`config.mk`:
```
export PLATFORM = sky130hd
export DESIGN_NAME = topk_select_flat
export DESIGN_NICKNAME = d
export VERILOG_FILES = /design/src/rtl/topk_select_if.sv /design/src/rtl/topk_select.sv /design/src/flat_wrapper.sv
export SDC_FILE = /design/constraint.sdc
export NUM_CORES = 1
export LEC_CHECK = 0
export ABC_AREA = 1
export CELL_PAD_IN_SITES_DETAIL_PLACEMENT = 1
export CELL_PAD_IN_SITES_GLOBAL_PLACEMENT = 1
export CORE_UTILIZATION = 35
export DETAILED_ROUTE_END_ITERATION = 7
export DONT_BUFFER_PORTS = 1
export PLACE_DENSITY_LB_ADDON = 0.2
export SYNTH_ARGS = -nofsm -noshare
export SYNTH_HDL_FRONTEND = slang
export SYNTH_SLANG_ARGS = --single-unit
```
`constraint.sdc`:
```
create_clock -name clk -period 6.3 [get_ports clk]
set_input_delay 1.575 -clock clk [delete_from_list [all_inputs] [get_ports clk]]
set_output_delay 1.575 -clock clk [all_outputs]
set_load 0.05 [all_outputs]
```
`src/rtl/topk_select_if.sv`:
```
// Score input stream and ranked result stream of the top-K selector.
// slave is the selector side; master is the producer/consumer side.
interface topk_select_if #(
  parameter int DATA_W = 32,
  parameter int IDX_W  = 8
);
  logic              in_valid;
  logic [DATA_W-1:0] in_data;
  logic              in_ready;
  logic              out_valid;
  logic              out_ready;
  logic [2:0]        out_rank;
  logic [IDX_W-1:0]  out_idx;
  logic [DATA_W-1:0] out_val;
  logic              out_last;

  modport slave (
    input  in_valid, in_data, out_ready,
    output in_ready, out_valid, out_rank, out_idx, out_val, out_last
  );

  modport master (
    output in_valid, in_data, out_ready,
    input  in_ready, out_valid, out_rank, out_idx, out_val, out_last
  );
endinterface

```
`src/rtl/topk_select.sv`:
```
// Streaming top-K selector: keeps a descending K-slot list updated by one
// parallel insertion per accepted score, then emits the slots best-first.
module topk_select #(
  parameter int DATA_W = 32,
  parameter int IDX_W  = 8,
  parameter int K      = 3
) (
  input  logic        clk,
  input  logic        rst,
  input  logic        start,
  input  logic [31:0] size,
  topk_select_if.slave bus,
  output logic        busy,
  output logic        done,
  output logic        error
);

  // state     | meaning
  // S_IDLE    | waiting for start
  // S_COLLECT | accepting scores, inserting into slots
  // S_EMIT    | presenting slot rank_q on the result stream
  // S_DONE    | one-cycle completion pulse
  typedef enum logic [1:0] {S_IDLE, S_COLLECT, S_EMIT, S_DONE} state_t;

  localparam int unsigned MAX_SIZE = 1 << IDX_W;

  state_t state, state_nxt;

  logic [K-1:0]      slot_vld;
  logic [DATA_W-1:0] slot_val [K];
  logic [IDX_W-1:0]  slot_idx [K];
  logic [IDX_W:0]    count_q;
  logic [IDX_W:0]    size_q;
  logic [2:0]        rank_q;
  logic              error_q;

  logic              legal;
  logic              beat;
  logic              last_beat;
  logic              out_fire;
  logic [K-1:0]      gt;
  logic [K-1:0]      gt_prev;
  logic [K-1:0]      take_new;
  logic [K-1:0]      vld_nxt;
  logic [DATA_W-1:0] sel_val;
  logic [IDX_W-1:0]  sel_idx;
  logic              sel_last;

  assign legal     = (size != 32'd0) && (size <= MAX_SIZE);
  assign beat      = (state == S_COLLECT) && bus.in_valid;
  assign last_beat = beat && (count_q == size_q - 1'b1);
  assign out_fire  = (state == S_EMIT) && bus.out_ready;

  // Slots stay sorted with valid entries first, so gt is thermometer-coded
  // and the insertion point is its first set bit.
  always_comb begin
    gt = '0;
    for (int i = 0; i < K; i++)
      gt[i] = !slot_vld[i] || (bus.in_data > slot_val[i]);
    gt_prev  = gt << 1;
    take_new = gt & ~gt_prev;
    vld_nxt  = slot_vld >> 1;
  end

  always_comb begin
    sel_val  = '0;
    sel_idx  = '0;
    sel_last = 1'b0;
    for (int i = 0; i < K; i++) begin
      if (rank_q == 3'(i)) begin
        sel_val  = slot_val[i];
        sel_idx  = slot_idx[i];
        sel_last = !vld_nxt[i];
      end
    end
  end

  always_ff @(posedge clk or posedge rst) begin
    if (rst) state <= S_IDLE;
    else     state <= state_nxt;
  end

  always_comb begin
    state_nxt = state;
    case (state)
      S_IDLE:    if (start) state_nxt = legal ? S_COLLECT : S_DONE;
      S_COLLECT: if (last_beat) state_nxt = S_EMIT;
      S_EMIT:    if (out_fire && sel_last) state_nxt = S_DONE;
      S_DONE:    state_nxt = S_IDLE;
      default:   state_nxt = S_IDLE;
    endcase
  end

  always_comb begin
    bus.in_ready  = (state == S_COLLECT);
    bus.out_valid = (state == S_EMIT);
    bus.out_rank  = '0;
    bus.out_idx   = '0;
    bus.out_val   = '0;
    bus.out_last  = 1'b0;
    if (state == S_EMIT) begin
      bus.out_rank = rank_q;
      bus.out_idx  = sel_idx;
      bus.out_val  = sel_val;
      bus.out_last = sel_last;
    end
    busy  = (state != S_IDLE);
    done  = (state == S_DONE);
    error = error_q;
  end

  always_ff @(posedge clk or posedge rst) begin
    if (rst) begin
      slot_vld <= '0;
      for (int i = 0; i < K; i++) begin
        slot_val[i] <= '0;
        slot_idx[i] <= '0;
      end
      count_q <= '0;
      size_q  <= '0;
      rank_q  <= '0;
      error_q <= 1'b0;
    end else begin
      if (state == S_IDLE && start) begin
        if (legal) begin
          slot_vld <= '0;
          count_q  <= '0;
          size_q   <= size[IDX_W:0];
          rank_q   <= '0;
          error_q  <= 1'b0;
        end else begin
          error_q  <= 1'b1;
        end
      end
      if (beat) begin
        count_q <= count_q + 1'b1;
        for (int i = 0; i < K; i++) begin
          if (take_new[i]) begin
            slot_vld[i] <= 1'b1;
            slot_val[i] <= bus.in_data;
            slot_idx[i] <= count_q[IDX_W-1:0];
          end
        end
        // Entries below the insertion point move down one; slot K-1 falls off.
        for (int i = 1; i < K; i++) begin
          if (gt_prev[i]) begin
            slot_vld[i] <= slot_vld[i-1];
            slot_val[i] <= slot_val[i-1];
            slot_idx[i] <= slot_idx[i-1];
          end
        end
      end
      if (out_fire) rank_q <= rank_q + 1'b1;
    end
  end

endmodule

```
`src/flat_wrapper.sv`:
```
// flat-port wrapper written by rule: the top's interface ports become plain ports
module topk_select_flat 
#(
  parameter int DATA_W = 32,
  parameter int IDX_W  = 8,
  parameter int K      = 3
)
  (clk, rst, start, size, busy, done, error, bus_in_valid, bus_in_data, bus_out_ready, bus_in_ready, bus_out_valid, bus_out_rank, bus_out_idx, bus_out_val, bus_out_last);
  topk_select_if #(.DATA_W(DATA_W), .IDX_W(IDX_W)) bus_i ();
  input  logic clk;
  input  logic rst;
  input  logic start;
  input  logic [31:0] size;
  output logic busy;
  output logic done;
  output logic error;
  input wire logic [$bits(bus_i.in_valid)-1:0] bus_in_valid;
  input wire logic [$bits(bus_i.in_data)-1:0] bus_in_data;
  input wire logic [$bits(bus_i.out_ready)-1:0] bus_out_ready;
  output wire logic [$bits(bus_i.in_ready)-1:0] bus_in_ready;
  output wire logic [$bits(bus_i.out_valid)-1:0] bus_out_valid;
  output wire logic [$bits(bus_i.out_rank)-1:0] bus_out_rank;
  output wire logic [$bits(bus_i.out_idx)-1:0] bus_out_idx;
  output wire logic [$bits(bus_i.out_val)-1:0] bus_out_val;
  output wire logic [$bits(bus_i.out_last)-1:0] bus_out_last;
  assign bus_i.in_valid = bus_in_valid;
  assign bus_i.in_data = bus_in_data;
  assign bus_i.out_ready = bus_out_ready;
  assign bus_in_ready = bus_i.in_ready;
  assign bus_out_valid = bus_i.out_valid;
  assign bus_out_rank = bus_i.out_rank;
  assign bus_out_idx = bus_i.out_idx;
  assign bus_out_val = bus_i.out_val;
  assign bus_out_last = bus_i.out_last;
  topk_select #(.DATA_W(DATA_W), .IDX_W(IDX_W), .K(K)) u_core (.clk(clk), .rst(rst), .start(start), .size(size), .bus(bus_i), .busy(busy), .done(done), .error(error));
endmodule
```
==> flow_metrics.py, run 1 <==
metrics = {
    "global_routing": {
        "track_usage_pct": 24.6,
        "antenna_found_initial": 1,
        "grt.overflow.total": 0,
        "grt_pass1_vias": 11552,
        "grt_max_degree": 108,
        "grt_pass1_wl_um": 63400,
    },
    "setup_path": {
        "arrival_ns": 3.44,
        "crit_fanout": 21,
        "crit_end": "bus_out_idx[4]",
        "slowest_delay_ns": 0.87,
        "rr_endpoint": "u_core.slot_val[56]",
        "path_class": "register to output port",
        "reg2reg_depth": 8,
        "worstReg2RegStart": "u_core.state[1]",
        "cp-start-kind": "register",
        "timing.critical_path.cells": "inv_1 -> ha_1 -> nor3b_4 -> buf_4 -> nand2_1 -> a31oi_1",
        "cp-startpoint": "u_core.rank_q[1]",
        "worst_setup_path_end_kind": "output port",
        "slowest_stage": "a31oi_1",
        "cp.required_ns": 4.72,
        "reg2reg_slack_ns": 2.40,
    },
    "cts": {
        "clock_path_buffers": 2,
        "insertion_delay_ns": 0.44,
        "cts-root-buf": "clkbuf_16",
        "post_cts_buffers": 0,
        "htree_levels": 4,
        "cts_sinks": 147,
        "cts_tree": "done",
        "cts_resized": 0,
        "cts_buffers": 17,
        "clkTransAtPathRegs_ns": 0.07,
        "hold_buffers": 0,
    },
    "timing": {
        "fin_crit_sh_pct": 79.6,
        "finalSetupViolations": 0,
        "drv_slew": 0,
        "rsz0062_at_grt": "false",
        "max_freq_ghz": 0.199,
        "setup_tns_ns": 0,
        "finalHoldViolations": 0,
        "finalClockSkew_ns": 0.00947,
        "worstMarginPinSlew_ns": 1.27,
        "fin_crit_ns": 5.01,
        "relSlewSlack_pct": 14.7,
    },
    "route": {
        "drc": 3,
        "routed_via_density": 5.44,
        "first_pass_iters": 6,
        "final_antenna_net_count": 0,
        "routed.top_layer": "met5",
        "vias": 10949,
        "m1WireLength_um": 18300,
        "drt_iter0_markers": 647,
        "dr_wl_met3_um": 1940,
        "met2WireLength_um": 17700,
        "routed_wl_um": 38400,
        "wl_per_cell_um": 19.1,
    },
    "finish": {
        "fin_nets": 1781,
        "final_util_pct": 39.1,
        "fillers": 3895,
        "antennaDiodeCount": 0,
        "drive_gt1_share_pct": 5.13,
        "synthToLayoutAreaGrowth_pct": 8.86,
    },
    "power": {
        "power.share.sequential_pct": 28.2,
        "switchingPower_w": 0.00309,
        "pwr-share-comb_pct": 52.6,
        "power.density_nw_per_um2": 498,
        "p_clk_share_pct": 19.2,
        "sw_frac_of_total_pct": 51.4,
        "cellInternalPower_w": 0.00292,
        "peakVddDrop_uv": 242,
        "p_leak_nw": 6.24,
    },
    "run_status": {
        "violations": "design-rule violations",
        "outcome": "finished with violations",
    },
    "yosys": {
        "ys_types": 32,
        "synth_edf_count": 0,
        "synth_area_um2": 11100,
        "yosysSeqAreaShare_pct": 33.2,
        "syn_area_per_cell_um2": 6.75,
        "syn_inst": 1640,
        "synth.yosys.warnings": 0,
        "syn-num-nets": 1816,
        "ys_ff_latch": 147,
        "yosys_most_used_dff": "dfrtp_1",
        "async_flop_share_pct": 100,
    },
    "min_path": {
        "hold_depth": 2,
        "hold_path_class": "register to register",
    },
    "floorplanning": {
        "die_area_um2": 32400,
        "placementRows": 64,
        "io_pins": 118,
        "die_height_um": 180,
        "coreArea_um2": 30800,
        "initial_core_util_pct": 35.9,
        "die_w_um": 180,
    },
    "placement": {
        "place_congestion": 0.812,
        "port_buffers": 0,
        "dp_hpwl_um": 25000,
    },
    "flow_run": {
        "maxCapViolations": 0,
    },
}
kinds of logic after synthesis:
group	Yosys count	share of synthesized area [%]
xor+xnor	11	0.870
simple gates	945	35.5
flops	147	33.2
buf+inv	248	9.31
compound gates	182	9.01
fa+ha+maj	107	12.1
worst max-delay path, delay by kind of cell, from the launching register on:
family / cells / cell delay [ns]
compound gates: 1 / 0.87
fa+ha+maj: 1 / 0.23
buf+inv: 2 / 0.58
flops: 1 / 0.40
simple gates: 2 / 0.92
flip-flops by register name, summed over array words and instances (netlist names):
| name | cells |
|---|---|
| u_core.count_q | 9 |
| u_core.error | 1 |
| u_core.rank_q | 3 |
| u_core.size_q | 9 |
| u_core.slot_idx | 24 |
| u_core.slot_val | 96 |
| u_core.slot_vld | 3 |
| u_core.state | 2 |
power by group through the flow:
stage          clock network [W]  logic, W  registers, W
2_1_floorplan                  0   0.00240       0.00155
3_3_place_gp                   0   0.00306       0.00170
3_5_place_dp                   0   0.00316       0.00170
4_1_cts                  0.00117   0.00319       0.00169
5_1_grt                  0.00120   0.00359       0.00174
6_report                 0.00115   0.00316       0.00169
cells in the final DEF (no fill, tap or decap), drive strengths merged, types with 2 or more instances in the layout:
cell type and count:
o22ai 2, buf 33, nor4 2, o21a 4
a21o 4, xnor2 5, ha 107, o21ai 79
inv 160, bufinv 5, xor2 6, a21oi 48
nor2 59, o32ai 3, nand3 213, clkinv 7
clkbuf 19, nor3 3, or2 2, nand4 13
nand2 652, a31oi 41, dfrtp 147, clkinvlp 2
cell usage after synthesis, drive strengths merged (3+ instances only):
library cell  number  area [um^2]
nand2            652         2510
nand3            213         1070
inv              159          597
dfrtp            147         3680
ha               107         1340
o21ai             79          395
nor2              59          221
a21oi             48          240
buf               48          280
a31oi             41          257
clkbuf            39          146
nand4             13         81.3
xor2               6         52.6
xnor2              5         43.8
a21o               4         30.0
o21a               4         30.0
nor3               3         15.0
o32ai              3         26.3
through the flow:
stage          hold WS [ns]  instance area [um^2]  power, W  worst slack, ns  cells
2_1_floorplan         0.453                 11100   0.00395            0.774   1640
3_3_place_gp          0.467                 11400   0.00475             1.76   1982
3_5_place_dp          0.482                 11400   0.00486             1.66   1982
4_1_cts               0.499                 12100   0.00604             1.25   2014
5_1_grt               0.540                 12100   0.00653             1.11   2014
6_report              0.491                 12100   0.00601             1.29   2014
how the worst min path moves through the flow:
| stage | startpoint | to | slack (ns) |
|---|---|---|---|
| 6_report | u_core.size_q[1] | u_core.size_q[1] | 0.49 |
| 5_1_grt | u_core.slot_idx[5] | u_core.slot_idx[5] | 0.54 |
| 4_1_cts | u_core.size_q[1] | u_core.size_q[1] | 0.50 |
| 3_5_place_dp | u_core.size_q[1] | u_core.size_q[1] | 0.48 |
| 3_3_place_gp | u_core.size_q[1] | u_core.size_q[1] | 0.47 |
| 2_1_floorplan | u_core.size_q[1] | u_core.size_q[1] | 0.45 |
layout make-up:
type                            instances  area [um^2]  area share, %
Multi-Input combinational cell       1245         6390           53.0
Sequential cell                       147         3680           30.5
Inverter                              161          609           5.05
Tap cell                              396          495           4.11
Clock buffer                           19          433           3.59
Timing Repair Buffer                   33          248           2.05
Clock inverter                         13          206           1.71
metal layers:
metal / up-vias / track usage, %
met2: 249 / 41.0
met5: - / 0
met1: 5435 / 32.8
met3: 37 / 4.40
met4: 2 / 6.21
li1: 5226 / -
Power figures use the tool's default switching activity.
==> run 2: changes to the inputs <==
==> constraint.sdc (replaced) <==
create_clock -name clk -period 4.1 [get_ports clk]
set_input_delay 1.025 -clock clk [delete_from_list [all_inputs] [get_ports clk]]
set_output_delay 1.025 -clock clk [all_outputs]
set_load 0.05 [all_outputs]
==> run 2 against run 1 <==
The run still ends with design-rule violations left. Final cell count grew 1.7%. Critical endpoint is now bus_out_val[17]. Highest routed layer is now met4. Sequential share of layout area fell by 0.74 points. Design area up 2.5%.
==> flow_metrics.py, run 2 (synthesis gave the netlist of run 1 again) <==
metrics = {
    "timing": {
        "drv_slew": 0,
        "rsz0062_at_grt": "false",
        "finalHoldViolations": 0,
        "fin_crit_sh_pct": 90.0,
        "fin_crit_ns": 3.69,
        "hold_slack_ns": 0.488,
        "finalClockSkew_ns": 0.00925,
        "worstMarginPinSlew_ns": 1.06,
        "max_freq_ghz": 0.271,
        "relSlewSlack_pct": 29.2,
        "finalSetupViolations": 0,
        "setup_tns_ns": 0,
    },
    "global_routing": {
        "antenna_found_initial": 0,
        "grt_max_degree": 91,
        "grt_pass1_wl_um": 61800,
        "grt.overflow.total": 0,
        "grt_pass1_vias": 11218,
        "track_usage_pct": 24.0,
    },
    "cts": {
        "cts_buffers": 17,
        "clock_path_buffers": 2,
        "clkTransAtPathRegs_ns": 0.07,
        "post_cts_buffers": 0,
        "cts_tree": "done",
        "htree_levels": 4,
        "cts_resized": 0,
        "hold_buffers": 0,
        "insertion_delay_ns": 0.44,
        "cts_sinks": 147,
        "cts-root-buf": "clkbuf_16",
    },
    "finish": {
        "fillers": 3960,
        "layout_common_cells": "nand2_1 (641), nand3_1 (213), inv_1 (157), dfrtp_1 (146), ha_1 (106)",
        "fin_nets": 1816,
        "seq_area_um2": 3680,
        "synthToLayoutAreaGrowth_pct": 11.6,
        "drive_gt1_share_pct": 7.26,
        "reg_top3": "u_core.slot_val: 96 flops, u_core.slot_idx: 24 flops",
        "antennaDiodeCount": 0,
        "multi_input_area_um2": 6390,
        "regMostFlops": "u_core.slot_val",
        "layout_commonest_cell": "nand2_1",
        "largest_reg_flops": 96,
    },
    "power": {
        "p_leak_nw": 6.43,
        "power.density_nw_per_um2": 754,
        "peakVddDrop_uv": 508,
    },
    "floorplanning": {
        "initial_core_util_pct": 35.9,
        "die_area_um2": 32400,
        "coreArea_um2": 30800,
        "io_pins": 118,
        "die_height_um": 180,
        "die_w_um": 180,
        "placementRows": 64,
    },
    "route": {
        "routed_wl_um": 37500,
        "final_antenna_net_count": 0,
        "vias": 10877,
        "drt_iter0_markers": 650,
        "routed_via_density": 5.31,
        "first_pass_iters": 8,
        "wl_per_cell_um": 18.3,
        "drc": 3,
    },
    "placement": {
        "port_buffers": 0,
        "place_congestion": 0.777,
        "dp_hpwl_um": 25100,
    },
    "run_status": {
        "violations": "design-rule violations",
        "outcome": "finished with violations",
    },
    "min_path": {
        "hold_path_class": "register to register",
    },
    "setup_path": {
        "worst_setup_path_end_kind": "output port",
        "cp.required_ns": 3.07,
        "reg2reg_slack_ns": 1.06,
        "cp-start-kind": "register",
        "crit_fanout": 16,
        "arrival_ns": 2.67,
        "path_class": "register to output port",
    },
    "flow_run": {
        "maxCapViolations": 0,
    },
}
-- run 2: layout make-up --
| cell class | instances | share of cell area (%) |
|---|---|---|
| Sequential cell | 147 | 29.8 |
| Clock buffer | 18 | 3.55 |
| Multi-Input combinational cell | 1245 | 51.7 |
| Clock inverter | 14 | 1.62 |
| Timing Repair Buffer | 68 | 4.43 |
| Inverter | 161 | 4.92 |
| Tap cell | 396 | 4.01 |
-- run 2: stage by stage --
| stage | utilization, % | power [W] | area [um^2] | instances | setup slack (ns) |
|---|---|---|---|---|---|
| 2_1_floorplan | - | 0.00607 | 11100 | 1640 | 0.640 |
| 3_3_place_gp | 38.0 | 0.00744 | 11700 | 2017 | 0.624 |
| 3_5_place_dp | 38.0 | 0.00758 | 11700 | 2017 | 0.521 |
| 4_1_cts | 40.1 | 0.00938 | 12400 | 2049 | 0.393 |
| 5_1_grt | 40.1 | 0.0101 | 12400 | 2049 | 0.193 |
| 6_report | 40.1 | 0.00931 | 12400 | 2049 | 0.409 |
-- run 2: path summary, 6_finish.rpt --
| check | end | depth (start not counted) | from |
|---|---|---|---|
| worst max-delay path | bus_out_val[17] | 8 | u_core.rank_q[1] |
| worst min-delay path | u_core.size_q[1] | 2 | u_core.size_q[1] |
| worst max register to register | u_core.slot_val[43] | 10 | u_core.state[1] |
| worst min register to register | u_core.size_q[1] | 2 | u_core.size_q[1] |
| max in group asynchronous | u_core.count_q[4] | 2 | rst |
| min in group asynchronous | u_core.slot_val[2] | 1 | rst |
-- run 2: per-layer routing --
layer,GRT usage (%),vias to the layer above,wire length [um]
li1,-,5299,-
met1,32.4,5318,17800
met2,40.2,235,17500
met3,3.65,25,1790
met4,5.62,0,442
met5,0,-,0
-- run 2: report_power, final --
| part | total [W] | switching [W] | internal [W] |
|---|---|---|---|
| logic | 0.00494 | 0.00340 | 0.00154 |
| clock network | 0.00175 | 0.000702 | 0.00104 |
| registers | 0.00262 | 0.000626 | 0.00199 |
| total | 0.00931 | 0.00473 | 0.00458 |
-- run 2: worst max-delay path, cell delays in order (launching register included) --
cell	delay, ns
dfrtp_1	0.43
inv_1	0.12
ha_1	0.22
inv_1	0.10
nor2_4	0.42
buf_4	0.34
nand2_1	0.07
a31oi_1	0.26
buf_4	0.25
